$ cat src/rtl/axis_pkg.sv
// ----------------------------------------------------------------------------
// axis_pkg
// Shared definitions for the AXI4-Stream sink blocks.
//   - state_t         : consumer FSM state encoding (IDLE/RECV/HOLD)
//   - AXIS_DATA_WIDTH : default stream data width
// ----------------------------------------------------------------------------
package axis_pkg;

    localparam int AXIS_DATA_WIDTH = 8;

    typedef enum logic [1:0] {
        IDLE = 2'd0,
        RECV = 2'd1,
        HOLD = 2'd2
    } state_t;

endpackage

$ cat src/rtl/ready_pattern_gen.sv
// ----------------------------------------------------------------------------
// ready_pattern_gen
// Free-running phase counter 0..READY_PERIOD-1 that produces the value the
// periodic ready pattern will have in the next cycle, so a sink can register
// its ready output without a combinational path.
//
// Parameters:
//   READY_PERIOD : pattern length in cycles (>= 1)
//   READY_ON     : cycles per period with the pattern high (0..READY_PERIOD)
// Ports:
//   i_clk          : clock
//   i_rst_n        : asynchronous active-low reset (phase returns to 0)
//   o_pattern_next : (phase_next < READY_ON)
// ----------------------------------------------------------------------------
module ready_pattern_gen #(
    parameter int READY_PERIOD = 4,
    parameter int READY_ON     = 3
) (
    input  logic i_clk,
    input  logic i_rst_n,
    output logic o_pattern_next
);

    localparam int            PW   = (READY_PERIOD > 1) ? $clog2(READY_PERIOD) : 1;
    localparam logic [PW-1:0] LAST = PW'(READY_PERIOD - 1);

    logic [PW-1:0] r_phase;
    logic [PW-1:0] w_phase_next;

    // The counter runs unconditionally; enable and FSM state only gate the
    // consumer's ready, never the pattern itself.
    assign w_phase_next   = (r_phase == LAST) ? '0 : r_phase + PW'(1);
    assign o_pattern_next = (int'(w_phase_next) < READY_ON);

    always_ff @(posedge i_clk or negedge i_rst_n) begin
        if (!i_rst_n) begin
            r_phase <= '0;
        end else begin
            r_phase <= w_phase_next;
        end
    end

endmodule

$ cat src/rtl/axis_consumer.sv
// ----------------------------------------------------------------------------
// axis_consumer
// AXI4-Stream sink: applies a periodic backpressure pattern on s_tready,
// accumulates a per-packet byte sum and beat count, and publishes both for
// one cycle after each packet ends (tlast or forced at MAX_LEN beats).
//
// Build option:
//   AXIS_CONSUMER_SEQ_CHECK_EN : when defined, every non-first beat of a
//   packet must equal previous tdata + 1; violations set sticky seq_err.
//   When undefined, no checker is built and seq_err is 0.
//
// Handshake: a beat transfers on a rising edge where s_tvalid and s_tready
// are both 1; nothing else qualifies it. s_tready is a register and never
// looks at s_tvalid, so it may drop while a beat is pending and the
// producer must hold that beat.
//
// Ports:
//   clk, rst_n          : clock, asynchronous active-low reset
//   enable              : forces s_tready low when 0
//   s_tdata/tvalid/tlast: stream input
//   s_tready            : stream ready (registered)
//   sum_out, len_out    : checksum and beat count of last completed packet
//   sum_valid           : one-cycle pulse when sum_out/len_out update
//   pkt_count           : completed packets, wrapping
//   len_err             : sticky, packet hit MAX_LEN beats without tlast
//   seq_err             : sticky sequence error (build option above)
//   dbg_state           : current FSM state (axis_pkg::state_t encoding)
// ----------------------------------------------------------------------------
module axis_consumer
    import axis_pkg::*;
#(
    parameter int DATA_WIDTH   = AXIS_DATA_WIDTH,
    parameter int SUM_WIDTH    = 16,
    parameter int MAX_LEN      = 64,
    parameter int READY_PERIOD = 4,
    parameter int READY_ON     = 3,
    parameter int CNT_WIDTH    = 16,
    localparam int LEN_WIDTH   = $clog2(MAX_LEN + 1)
) (
    input  logic                  clk,
    input  logic                  rst_n,
    input  logic                  enable,
    input  logic [DATA_WIDTH-1:0] s_tdata,
    input  logic                  s_tvalid,
    input  logic                  s_tlast,
    output logic                  s_tready,
    output logic [SUM_WIDTH-1:0]  sum_out,
    output logic [LEN_WIDTH-1:0]  len_out,
    output logic                  sum_valid,
    output logic [CNT_WIDTH-1:0]  pkt_count,
    output logic                  len_err,
    output logic                  seq_err,
    output logic [1:0]            dbg_state
);

    state_t                 r_state;
    logic                   r_tready;
    logic [SUM_WIDTH-1:0]   r_acc;
    logic [LEN_WIDTH-1:0]   r_cnt;
    logic [SUM_WIDTH-1:0]   r_sum;
    logic [LEN_WIDTH-1:0]   r_len;
    logic                   r_sum_valid;
    logic [CNT_WIDTH-1:0]   r_pkt_count;
    logic                   r_len_err;

    logic                   w_pattern_next;
    logic                   w_xfer;
    logic [LEN_WIDTH-1:0]   w_cnt_inc;
    logic                   w_pkt_end;

    ready_pattern_gen #(
        .READY_PERIOD (READY_PERIOD),
        .READY_ON     (READY_ON)
    ) u_ready_pattern_gen (
        .i_clk          (clk),
        .i_rst_n        (rst_n),
        .o_pattern_next (w_pattern_next)
    );

    assign w_xfer    = s_tvalid & r_tready;
    assign w_cnt_inc = r_cnt + LEN_WIDTH'(1);

    // A transfer that closes the packet is exactly the case where the next
    // state is HOLD; ready for the HOLD cycle is computed from this.
    always_comb begin
        w_pkt_end = 1'b0;
        if (w_xfer) begin
            if (r_state == IDLE) begin
                w_pkt_end = s_tlast | (MAX_LEN == 1);
            end else if (r_state == RECV) begin
                w_pkt_end = s_tlast | (w_cnt_inc == LEN_WIDTH'(MAX_LEN));
            end
        end
    end

    always_ff @(posedge clk or negedge rst_n) begin
        if (!rst_n) begin
            r_state     <= IDLE;
            r_tready    <= 1'b0;
            r_acc       <= '0;
            r_cnt       <= '0;
            r_sum       <= '0;
            r_len       <= '0;
            r_sum_valid <= 1'b0;
            r_pkt_count <= '0;
            r_len_err   <= 1'b0;
        end else begin
            r_tready    <= enable & w_pattern_next & ~w_pkt_end;
            r_sum_valid <= 1'b0;
            case (r_state)
                IDLE: begin
                    if (w_xfer) begin
                        r_acc   <= SUM_WIDTH'(s_tdata);
                        r_cnt   <= LEN_WIDTH'(1);
                        r_state <= w_pkt_end ? HOLD : RECV;
                    end
                end
                RECV: begin
                    if (w_xfer) begin
                        r_acc <= r_acc + SUM_WIDTH'(s_tdata);
                        r_cnt <= w_cnt_inc;
                        if (w_pkt_end) begin
                            r_state <= HOLD;
                            // Closing on the length limit, not on tlast.
                            if (!s_tlast) begin
                                r_len_err <= 1'b1;
                            end
                        end
                    end
                end
                HOLD: begin
                    r_sum       <= r_acc;
                    r_len       <= r_cnt;
                    r_sum_valid <= 1'b1;
                    r_pkt_count <= r_pkt_count + CNT_WIDTH'(1);
                    r_state     <= IDLE;
                end
                default: begin
                    r_state <= IDLE;
                end
            endcase
        end
    end

`ifdef AXIS_CONSUMER_SEQ_CHECK_EN
    logic [DATA_WIDTH-1:0] r_prev_data;
    logic                  r_seq_err;

    // Only beats taken in RECV are checked: the first beat of a packet is
    // always taken in IDLE and carries no constraint.
    always_ff @(posedge clk or negedge rst_n) begin
        if (!rst_n) begin
            r_prev_data <= '0;
            r_seq_err   <= 1'b0;
        end else if (w_xfer) begin
            r_prev_data <= s_tdata;
            if ((r_state == RECV) && (s_tdata != DATA_WIDTH'(r_prev_data + 1'b1))) begin
                r_seq_err <= 1'b1;
            end
        end
    end

    assign seq_err = r_seq_err;
`else
    assign seq_err = 1'b0;
`endif

    assign s_tready  = r_tready;
    assign sum_out   = r_sum;
    assign len_out   = r_len;
    assign sum_valid = r_sum_valid;
    assign pkt_count = r_pkt_count;
    assign len_err   = r_len_err;
    assign dbg_state = r_state;

endmodule

$ cat config.mk
export PLATFORM = sky130hd
export DESIGN_NAME = axis_consumer
export DESIGN_NICKNAME = d
export VERILOG_FILES = /design/src/rtl/axis_pkg.sv /design/src/rtl/ready_pattern_gen.sv /design/src/rtl/axis_consumer.sv
export SDC_FILE = /design/constraint.sdc
export NUM_CORES = 1
export LEC_CHECK = 0
export CAP_MARGIN = 20
export CORE_ASPECT_RATIO = 0.75
export CORE_MARGIN = 1.5
export CORE_UTILIZATION = 40
export CTS_BUF_LIST = sky130_fd_sc_hd__clkbuf_16
export CTS_CLUSTER_SIZE = 24
export DETAILED_ROUTE_END_ITERATION = 8
export GPL_ROUTABILITY_DRIVEN = 0
export HOLD_SLACK_MARGIN = 0.08
export PLACE_DENSITY_LB_ADDON = 0.2
export SLEW_MARGIN = 20
export SYNTH_ARGS = -nofsm -noshare
export SYNTH_HDL_FRONTEND = slang
export SYNTH_SLANG_ARGS = --single-unit
$ cat constraint.sdc
create_clock -name clk -period 2.57 [get_ports clk]
set_input_delay 0.514 -clock clk [delete_from_list [all_inputs] [get_ports clk]]
set_output_delay 0.514 -clock clk [all_outputs]
set_load 0.05 [all_outputs]
* Word level (Yosys, flattened, before mapping)
Cells that the tools add are included.
** Storage, ports and cells
- Register bits :: 69
- Bits in latches :: 0
- Memory bits (writable) :: 0
- Bits in read-only memories :: 0
- Bits of input ports :: 13
- Output and inout bits :: 45
- Word-level logic and storage cells :: 49
- Memories :: 0
** Cells by class
- $add $sub $neg :: 4
- Multiply operators :: 0
- Divide/modulo/power cells :: 0
- Order comparisons :: 1
- Eq/ne operators :: 7
- Shift-type cells :: 0
- Mux-type cells :: 16
- Bitwise logic cells :: 6
- Reductions and logical operators :: 5
** Operator list (count)
- $mux 16 :: 2
- $pmux 16 s2 :: 1
- $add 16x1->16 const B :: 1
- $add 16x8->16 :: 1
- $mux 7 :: 2
- $pmux 7 s2 :: 1
- $mux 2 :: 5
- $add 7x1->7 const B :: 1
- $eq 7x7->1 const B :: 1
- $ne 2x2->1 const B :: 3
- $reduce_and 3->1 :: 2
- $eq 2x2->1 const B :: 2
- $mux 1 :: 4
- $pmux 2 s2 :: 1
- $reduce_and 4->1 :: 1
- $and 1x1->1 :: 3
- $add 2x1->2 const B :: 1
- $eq 2x1->1 const B :: 1
- $logic_not 2->1 :: 1
- $lt 2x2->1 const B :: 1
- $not 1->1 :: 2
- $reduce_bool 2->1 :: 1
- $or 1x1->1 :: 1

* Depth between registers and ports, before layout
Gate-level depths: netlist (run 1).
- Word-level depth :: 9
- Gate-level depth with buffers :: 8
- Mapped depth without buffers :: 8

* Cells and area by module
From an unflattened synthesis (run 1), not the netlist that was laid out.
** Second synthesis, totals
- Cells, all modules :: 354
- Area total of the unflattened synthesis :: 3360.7 um^2
** By module, submodules not included
- axis_consumer :: times used 1, cells each 346, area each 3270.6 um^2, seq. area each 1676.6 um^2
- ready_pattern_gen :: times used 1, cells each 8, area each 90.1 um^2, seq. area each 50.0 um^2

* Worst setup path after synthesis (run 1)
Ideal clock, no wire load.
- Path kind :: register to register
- Start point :: register r_state[0] (netlist: dbg_state[0])
- End point :: register r_tready (netlist: s_tready)
- Library setup time :: 0.121 ns
- Arrival :: 2.102 ns
- Required time :: 2.449 ns
- Setup slack :: 0.347 ns
- Stages on the path, launching flop included :: 7
- Path buffers :: 1
- Period minus slack after synthesis :: 2.223 ns
- Cell sequence :: dfrtp_1 buf_4 inv_2 or4_1 a2111o_1 a21oi_2 nor3b_1
** On the way
- Word-level cells in the longest chain between the ends :: 6
** RTL lines
- start, declared :: line axis_consumer.sv:56 : state_t r_state;
- start signal, assigned :: line axis_consumer.sv:115 : r_state <= w_pkt_end ? HOLD : RECV;
- $eq 2x1->1 :: line axis_consumer.sv:90 : end else if (r_state == RECV) begin
- $mux 1 :: line axis_consumer.sv:90
- $mux 1 (*) :: line axis_consumer.sv:88 : if (r_state == IDLE) begin
- $mux 1 (*) :: line axis_consumer.sv:87 : if (w_xfer) begin
- $not 1->1 (*) :: line axis_consumer.sv:108 : r_tready <= enable & w_pattern_next & ~w_pkt_end;
- $and 1x1->1 (*) :: line axis_consumer.sv:108
- end signal, assigned :: line axis_consumer.sv:108
- end, declared :: line axis_consumer.sv:57 : logic r_tready;
Mark *: on every way between the ends. The rest lies on a longest branch, timed or not.
A chain may end at the register's enable or synchronous reset.

* Worst setup path in the final report (run 1)
- Start point :: input s_tdata[0]
- End point :: register r_acc[12]
** On the way
- Word-level cells in the longest chain between the ends :: 3
** RTL lines
- start, declared :: line axis_consumer.sv:43 : input logic [DATA_WIDTH-1:0] s_tdata,
- $add 16x8->16 :: line axis_consumer.sv:120 : r_acc <= r_acc + SUM_WIDTH'(s_tdata);
- $mux 16 :: line axis_consumer.sv:119 : if (w_xfer) begin
- $pmux 16 s2 :: line axis_consumer.sv:110 : case (r_state)
- end signal, assigned :: line axis_consumer.sv:113 : r_acc <= SUM_WIDTH'(s_tdata);
- end signal, assigned :: line axis_consumer.sv:120
- end, declared :: line axis_consumer.sv:58 : logic [SUM_WIDTH-1:0] r_acc;
Every way passes these cells. The select of a mux whose other input is x is not followed.

==> results of run 1 <==
[how the worst max path moves through the flow]
stage | startpoint | end | cells after the start
2_1_floorplan | s_tdata[0] | r_acc[10] | 8
3_5_place_dp | s_tdata[0] | r_acc[12] | 9
6_report | s_tdata[0] | r_acc[12] | 9
3_3_place_gp | s_tdata[0] | r_acc[10] | 9
4_1_cts | s_tdata[0] | r_acc[12] | 9
5_1_grt | s_tdata[0] | r_acc[12] | 9
[report_power, final]
group / internal (W) / switching [W]
logic: 0.000480 / 0.000765
registers: 0.00127 / 0.000197
clock network: 0.000745 / 0.000455
[metrics by stage]
stage               power, W  instance area, um^2  setup slack, ns  cells
finish               0.00391                 4470            0.113    545
global route         0.00413                 4470          0.00896    545
CTS                  0.00394                 4460           0.0667    545
detailed placement   0.00272                 4170           -0.272    529
global placement     0.00270                 4170           -0.191    529
floorplan            0.00226                 3370            0.347    360
[state kept, by name (all words and copies together) (netlist names)]
signal / cells
pkt_count: 16
r_acc: 16
sum_out: 16
len_out: 7
r_cnt: 7
dbg_state: 2
u_ready_pattern_gen.r_phase: 2
len_err: 1
s_tready: 1
sum_valid: 1
[cells by family after synthesis]
family                   after synthesis  synth area share [%]
buffers and inverters                 25                  3.05
adder cells (fa/ha/maj)               13                  5.05
other                                  1                 0.111
multiplexers                           6                  1.78
AND/OR/NAND/NOR                      164                  22.0
AO/OA/AOI/OAI                         64                  12.1
flip-flops                            69                  51.3
XOR/XNOR                              18                  4.68
[cell usage in the layout (no fill, tap or decap), types with 7 or more instances in the layout]
cell type        Yosys  layout
a21oi_1             11      11
dfrtp_1             69      69
o21ai_0             25      25
inv_1               10      10
nand2_1             95      95
nor2_1              13      13
clkbuf_16            0       9
nand3_1             15      15
ha_1                12      12
nor3_1              10      10
clkdlybuf4s50_1      0      55
xor2_1               7       7
xnor2_1             11      11
buf_4                2      20
[final cells by class]
class | instances | area, um^2 | share of cell area [%]
clock buffers | 9 | 225 | 5.04
clock inverters | 7 | 65.1 | 1.46
inverters | 12 | 45.0 | 1.01
multi-input cells | 266 | 1550 | 34.6
flip-flops and latches | 69 | 1730 | 38.7
well taps | 105 | 131 | 2.94
repair buffers | 77 | 726 | 16.3
[repair_timing]
| action | CTS | global route |
|---|---|---|
| setup endpoints to repair | 0 | 4 |
| hold buffers | 0 | 0 |
| resized for setup | 0 | 2 |
[layer usage]
metal  routed length (um)  vias to the layer above
met4                   72                        0
met3                  324                        9
met2                 3310                       76
met5                    0                        -
li1                     -                     1400
met1                 3740                     1349
==> impl_metrics.py, run 1 <==
metrics = {
    "outcome": {
        "outcome": "finished clean",
    },
    "global_route": {
        "grt_first_pass_wirelength_um": 12800,
        "use_met2_pct": 31.1,
        "use_met1_pct": 24.4,
        "antenna_found_initial": 0,
        "use_met3_pct": 4.40,
        "grt_max_degree": 70,
        "grt_util_all_layers_pct": 18.6,
        "grt_pass1_vias": 2706,
        "top_usage_layer": "met2",
        "overflow": 0,
    },
    "logic_synthesis": {
        "syn_avg_cell_area_um2": 9.36,
        "netlist_area_mm2": 0.00337,
        "synth_most_common_cell": "nand2_1",
        "synth_nets": 386,
        "netlist-cell-type-count": 49,
        "synth_largest_area_cell": "dfrtp_1",
        "ys_warn_count": 0,
        "syn_inst": 360,
        "synth_top_area_share_pct": 51.3,
        "yosysSeqAreaShare_pct": 51.3,
        "synth.area.top_cells": "dfrtp_1 (51%), nand2_1 (11%), ha_1 (4.5%)",
        "synthTopCellsByCount": "nand2_1 (95), dfrtp_1 (69), o21ai_0 (25)",
        "ys_seq_elements": 69,
        "async_flop_share_pct": 100,
        "synth_edf_count": 0,
        "synth_ff_type": "dfrtp_1",
    },
    "cts": {
        "cts_buffers": 9,
        "cts_sinks": 69,
        "htreeDepth": 3,
        "cts_root_buf": "clkbuf_16",
        "clkTransAtPathRegs_ns": 0.05,
        "cts_tree": "done",
        "postCtsSetupRepairBufs": 0,
        "clk_latency_ns": 0.32,
        "clk_path_buf_depth": 2,
    },
    "route": {
        "vias": 2834,
        "ant_nets": 0,
        "drcViolationCount": 0,
        "avgRoutedWirePerCell_um": 13.7,
        "via_per_inst": 5.20,
        "routed_wl_um": 7440,
        "drt_iter0_drc": 144,
        "first_pass_iters": 4,
    },
    "worst_setup_path": {
        "critPathKind": "in2reg",
        "slowest_stage": "or4_1",
        "reg2reg_from": "r_acc[0]",
        "cp_top_family": "simple AND/OR/NAND/NOR gates",
        "critical_path.cell_chain": "clkdlybuf4s50_1, ha_1, inv_1, fa_1, nor2b_2, o31a_1, o31ai_2, or4_1, nand3_1",
        "ff2ff_setup_slack_ns": 0.42,
        "cp-end-kind": "register",
        "r2r_cells": 8,
        "required_ns": 2.83,
        "r2r-end": "r_acc[12]",
        "cpPeakStageDelay_ns": 0.52,
        "worstPathArrival_ns": 2.72,
        "worst-path-buf-inv": 2,
        "cp-start-kind": "input port",
        "cp_max_fo": 7,
    },
    "cells_and_area": {
        "final_util_pct": 55.7,
        "drive_gt1_share_pct": 10.0,
        "nFillCells": 731,
        "area_growth_pct": 32.6,
        "n_antenna_cell": 0,
        "nets": 461,
    },
    "floorplan": {
        "initial_utilization_pct": 42.0,
        "io_pins": 58,
        "coreArea_mm2": 0.00802,
        "fp.dieW_um": 109,
        "die_h_um": 82.5,
        "rows": 28,
        "die_area_mm2": 0.00899,
    },
    "sta": {
        "fmax_mhz": 407,
        "finalSetupTns_ns": 0,
        "skew_ns": 0.00482,
        "hold_viol_final": 0,
        "slew_violations": 0,
        "tightest_slew_ns": 0.518,
        "grt_setup_unrepaired": "false",
        "period_minus_slack_ns": 2.46,
        "whs_ns": 0.214,
        "period_share_pct": 95.6,
        "max_slew_margin_pct": 65.3,
        "finalSetupViolCount": 0,
    },
    "power": {
        "ir_worst_vdd_v": 0.000518,
        "pwr_density_cell_mw_per_mm2": 875,
        "power.leakage_nw": 2.06,
    },
    "placement": {
        "dp_hpwl_um": 5230,
        "port_buffers": 56,
    },
    "job": {
        "drv_cap": 0,
    },
    "worst_hold_path": {
        "hp-class": "in2async",
    },
}
Note: power is estimated with default switching activity, not from simulation.
==> run 2: changes to the inputs <==
- SKIP_CTS_REPAIR_TIMING: not set -> 1
- SYNTH_HIERARCHICAL: not set -> 1
==> run 2 against run 1 <==
Non-clock buffer count is 4 lower. Critical path depth is 1 higher. Clock-buffer cell count stayed put. Worst hold slack worse by 0.048 ns. Core utilization is 0.86 points lower. Area after synthesis is 0.22% lower. Largest power group unchanged. Setup slack better by 0.14 ns. Final area is 1.5% lower.
==> impl_metrics.py, run 2 <==
metrics = {
    "worst_setup_path": {
        "slowest_stage": "clkdlybuf4s50_1",
        "cp-end-kind": "register",
        "worstPathArrival_ns": 2.57,
        "critPathKind": "in2reg",
        "critical_path.cell_chain": "clkdlybuf4s50_1, ha_1, inv_1, fa_1, nor2b_1, o2111ai_1, a31oi_2, buf_4, nand3_1, a21oi_1",
        "cp_max_fo": 4,
        "required_ns": 2.82,
        "cp-start-kind": "input port",
        "cpPeakStageDelay_ns": 0.48,
    },
    "cts": {
        "clk_latency_ns": 0.33,
        "clkTransAtPathRegs_ns": 0.06,
        "clk_path_buf_depth": 2,
        "cts_root_buf": "clkbuf_16",
        "cts_sinks": 69,
        "cts_buffers": 9,
        "htreeDepth": 3,
        "cts_tree": "done",
    },
    "sta": {
        "skew_ns": 0.00697,
        "grt_setup_unrepaired": "false",
        "tightest_slew_ns": 0.558,
        "finalSetupTns_ns": 0,
        "period_share_pct": 90.2,
        "hold_viol_final": 0,
        "fmax_mhz": 431,
        "period_minus_slack_ns": 2.32,
        "finalSetupViolCount": 0,
        "slew_violations": 0,
        "whs_ns": 0.166,
        "max_slew_margin_pct": 62.8,
    },
    "route": {
        "avgRoutedWirePerCell_um": 14.0,
        "routed_wl_um": 7470,
        "vias": 2703,
        "first_pass_iters": 4,
        "drcViolationCount": 0,
        "via_per_inst": 5.07,
        "ant_nets": 0,
        "drt_iter0_drc": 123,
    },
    "logic_synthesis": {
        "synth_nets": 380,
        "synth_top_area_share_pct": 51.4,
        "yosysSeqAreaShare_pct": 51.4,
        "netlist_area_mm2": 0.00336,
        "netlist-cell-type-count": 52,
        "synth_ff_type": "dfrtp_1",
        "async_flop_share_pct": 100,
        "synth.area.top_cells": "dfrtp_1 (51%), nand2_1 (11%), ha_1 (4.5%)",
        "ys_seq_elements": 69,
        "synth_edf_count": 0,
        "synth_largest_area_cell": "dfrtp_1",
        "synth_most_common_cell": "nand2_1",
        "ys_warn_count": 6,
        "syn_inst": 354,
        "synthTopCellsByCount": "nand2_1 (97), dfrtp_1 (69), o21ai_0 (27)",
        "syn_avg_cell_area_um2": 9.49,
    },
    "power": {
        "power.leakage_nw": 2.05,
        "ir_worst_vdd_v": 0.000489,
        "pwr_density_cell_mw_per_mm2": 940,
        "power.total_w": 0.00413,
    },
    "global_route": {
        "grt_max_degree": 28,
        "antenna_found_initial": 0,
        "grt_util_all_layers_pct": 18.5,
        "overflow": 0,
        "grt_first_pass_wirelength_um": 12600,
        "grt_pass1_vias": 2679,
    },
    "outcome": {
        "outcome": "finished clean",
    },
    "cells_and_area": {
        "area_growth_pct": 30.8,
        "n_antenna_cell": 0,
        "stdcell_area_mm2": 0.00440,
        "final_common_cell": "nand2_1",
        "instances_no_fill": 533,
        "drive_gt1_share_pct": 9.58,
        "nets": 449,
        "final_cell_mix": "nand2_1 (97), dfrtp_1 (69), clkdlybuf4s50_1 (54)",
    },
    "placement": {
        "dp_hpwl_um": 5310,
        "place_area_mm2": 0.00410,
        "dpl.cell_count": 517,
        "port_buffers": 56,
    },
    "floorplan": {
        "coreArea_mm2": 0.00802,
        "io_pins": 58,
        "rows": 28,
        "die_area_mm2": 0.00897,
        "initial_utilization_pct": 41.9,
        "fp.dieW_um": 109,
        "die_h_um": 82.4,
    },
    "worst_hold_path": {
        "hp-class": "in2async",
    },
    "job": {
        "drv_cap": 0,
    },
}
==> run 2: cell types whose count changed in the layout (fill, tap and decap cells not counted), moves of 3 or more <==
| cell | delta |
|---|---|
| nor3b_1 | +4 |
| xnor2_1 | +6 |
| a21oi_1 | +3 |
| o211ai_1 | -5 |
| or4_1 | -6 |
| nor3_1 | -9 |
| mux2i_1 | -4 |
| nand2b_1 | +4 |
| or3_1 | +3 |
| nor2_1 | -4 |
==> run 2: path summary, 6_finish.rpt <==
check                         startpoint  slack (ns)  cells after the start             to
setup / recovery              s_tdata[0]        0.25                     10      r_acc[14]
hold / removal                     rst_n        0.17                      1     len_out[3]
setup reg to reg                r_acc[0]        0.55                      9      r_acc[14]
hold reg to reg            pkt_count[15]        0.47                      1  pkt_count[15]
max in group asynchronous          rst_n        1.66                      2      r_acc[10]
min in group clk           pkt_count[15]        0.47                      1  pkt_count[15]
==> run 2: layout make-up <==
class	count	area (um^2)
Timing Repair Buffer	73	681
Tap cell	105	131
Multi-Input combinational cell	258	1510
Inverter	12	45.0
Clock inverter	7	73.8
Sequential cell	69	1730
Fill cell	750	3630
Clock buffer	9	225
==> run 2: cell families after synthesis <==
group | count (synthesis) | share of synthesized area [%]
xor+xnor | 23 | 5.99
fa+ha+maj | 13 | 5.06
simple gates | 159 | 22.0
buf+inv | 27 | 3.57
compound gates | 60 | 11.2
flops | 69 | 51.4
other cells | 1 | 0.112
mux | 2 | 0.596
==> run 2: critical path, delay by kind of cell <==
kind,cells,cell delay (ns)
and+or+nand+nor,2,0.22
AOI/OAI and AO/OA,3,0.56
buffers and inverters,3,0.70
adders and majority gates,2,0.57
==> run 2: power by group <==
| part | internal, W | total, W | switching (W) |
|---|---|---|---|
| combinational | 0.000531 | 0.00141 | 0.000877 |
| sequential | 0.00129 | 0.00148 | 0.000191 |
| clock | 0.000756 | 0.00125 | 0.000491 |
| total | 0.00257 | 0.00413 | 0.00156 |
==> run 2: metal layers <==
| metal | global-route usage [%] | routed length, um | up-vias |
|---|---|---|---|
| li1 | - | - | 1344 |
| met1 | 24.8 | 3710 | 1294 |
| met2 | 30.1 | 3390 | 56 |
| met3 | 4.71 | 304 | 9 |
| met4 | 4.74 | 70 | 0 |
| met5 | 0 | 0 | - |
==> run 2: metrics by stage <==
step           utilization (%)  setup WS (ns)
3_5_place_dp              51.1        -0.0761
2_1_floorplan                -          0.427
4_1_cts                   54.8          0.254
3_3_place_gp              51.1        -0.0305
5_1_grt                   54.8          0.105
6_report                  54.8          0.252
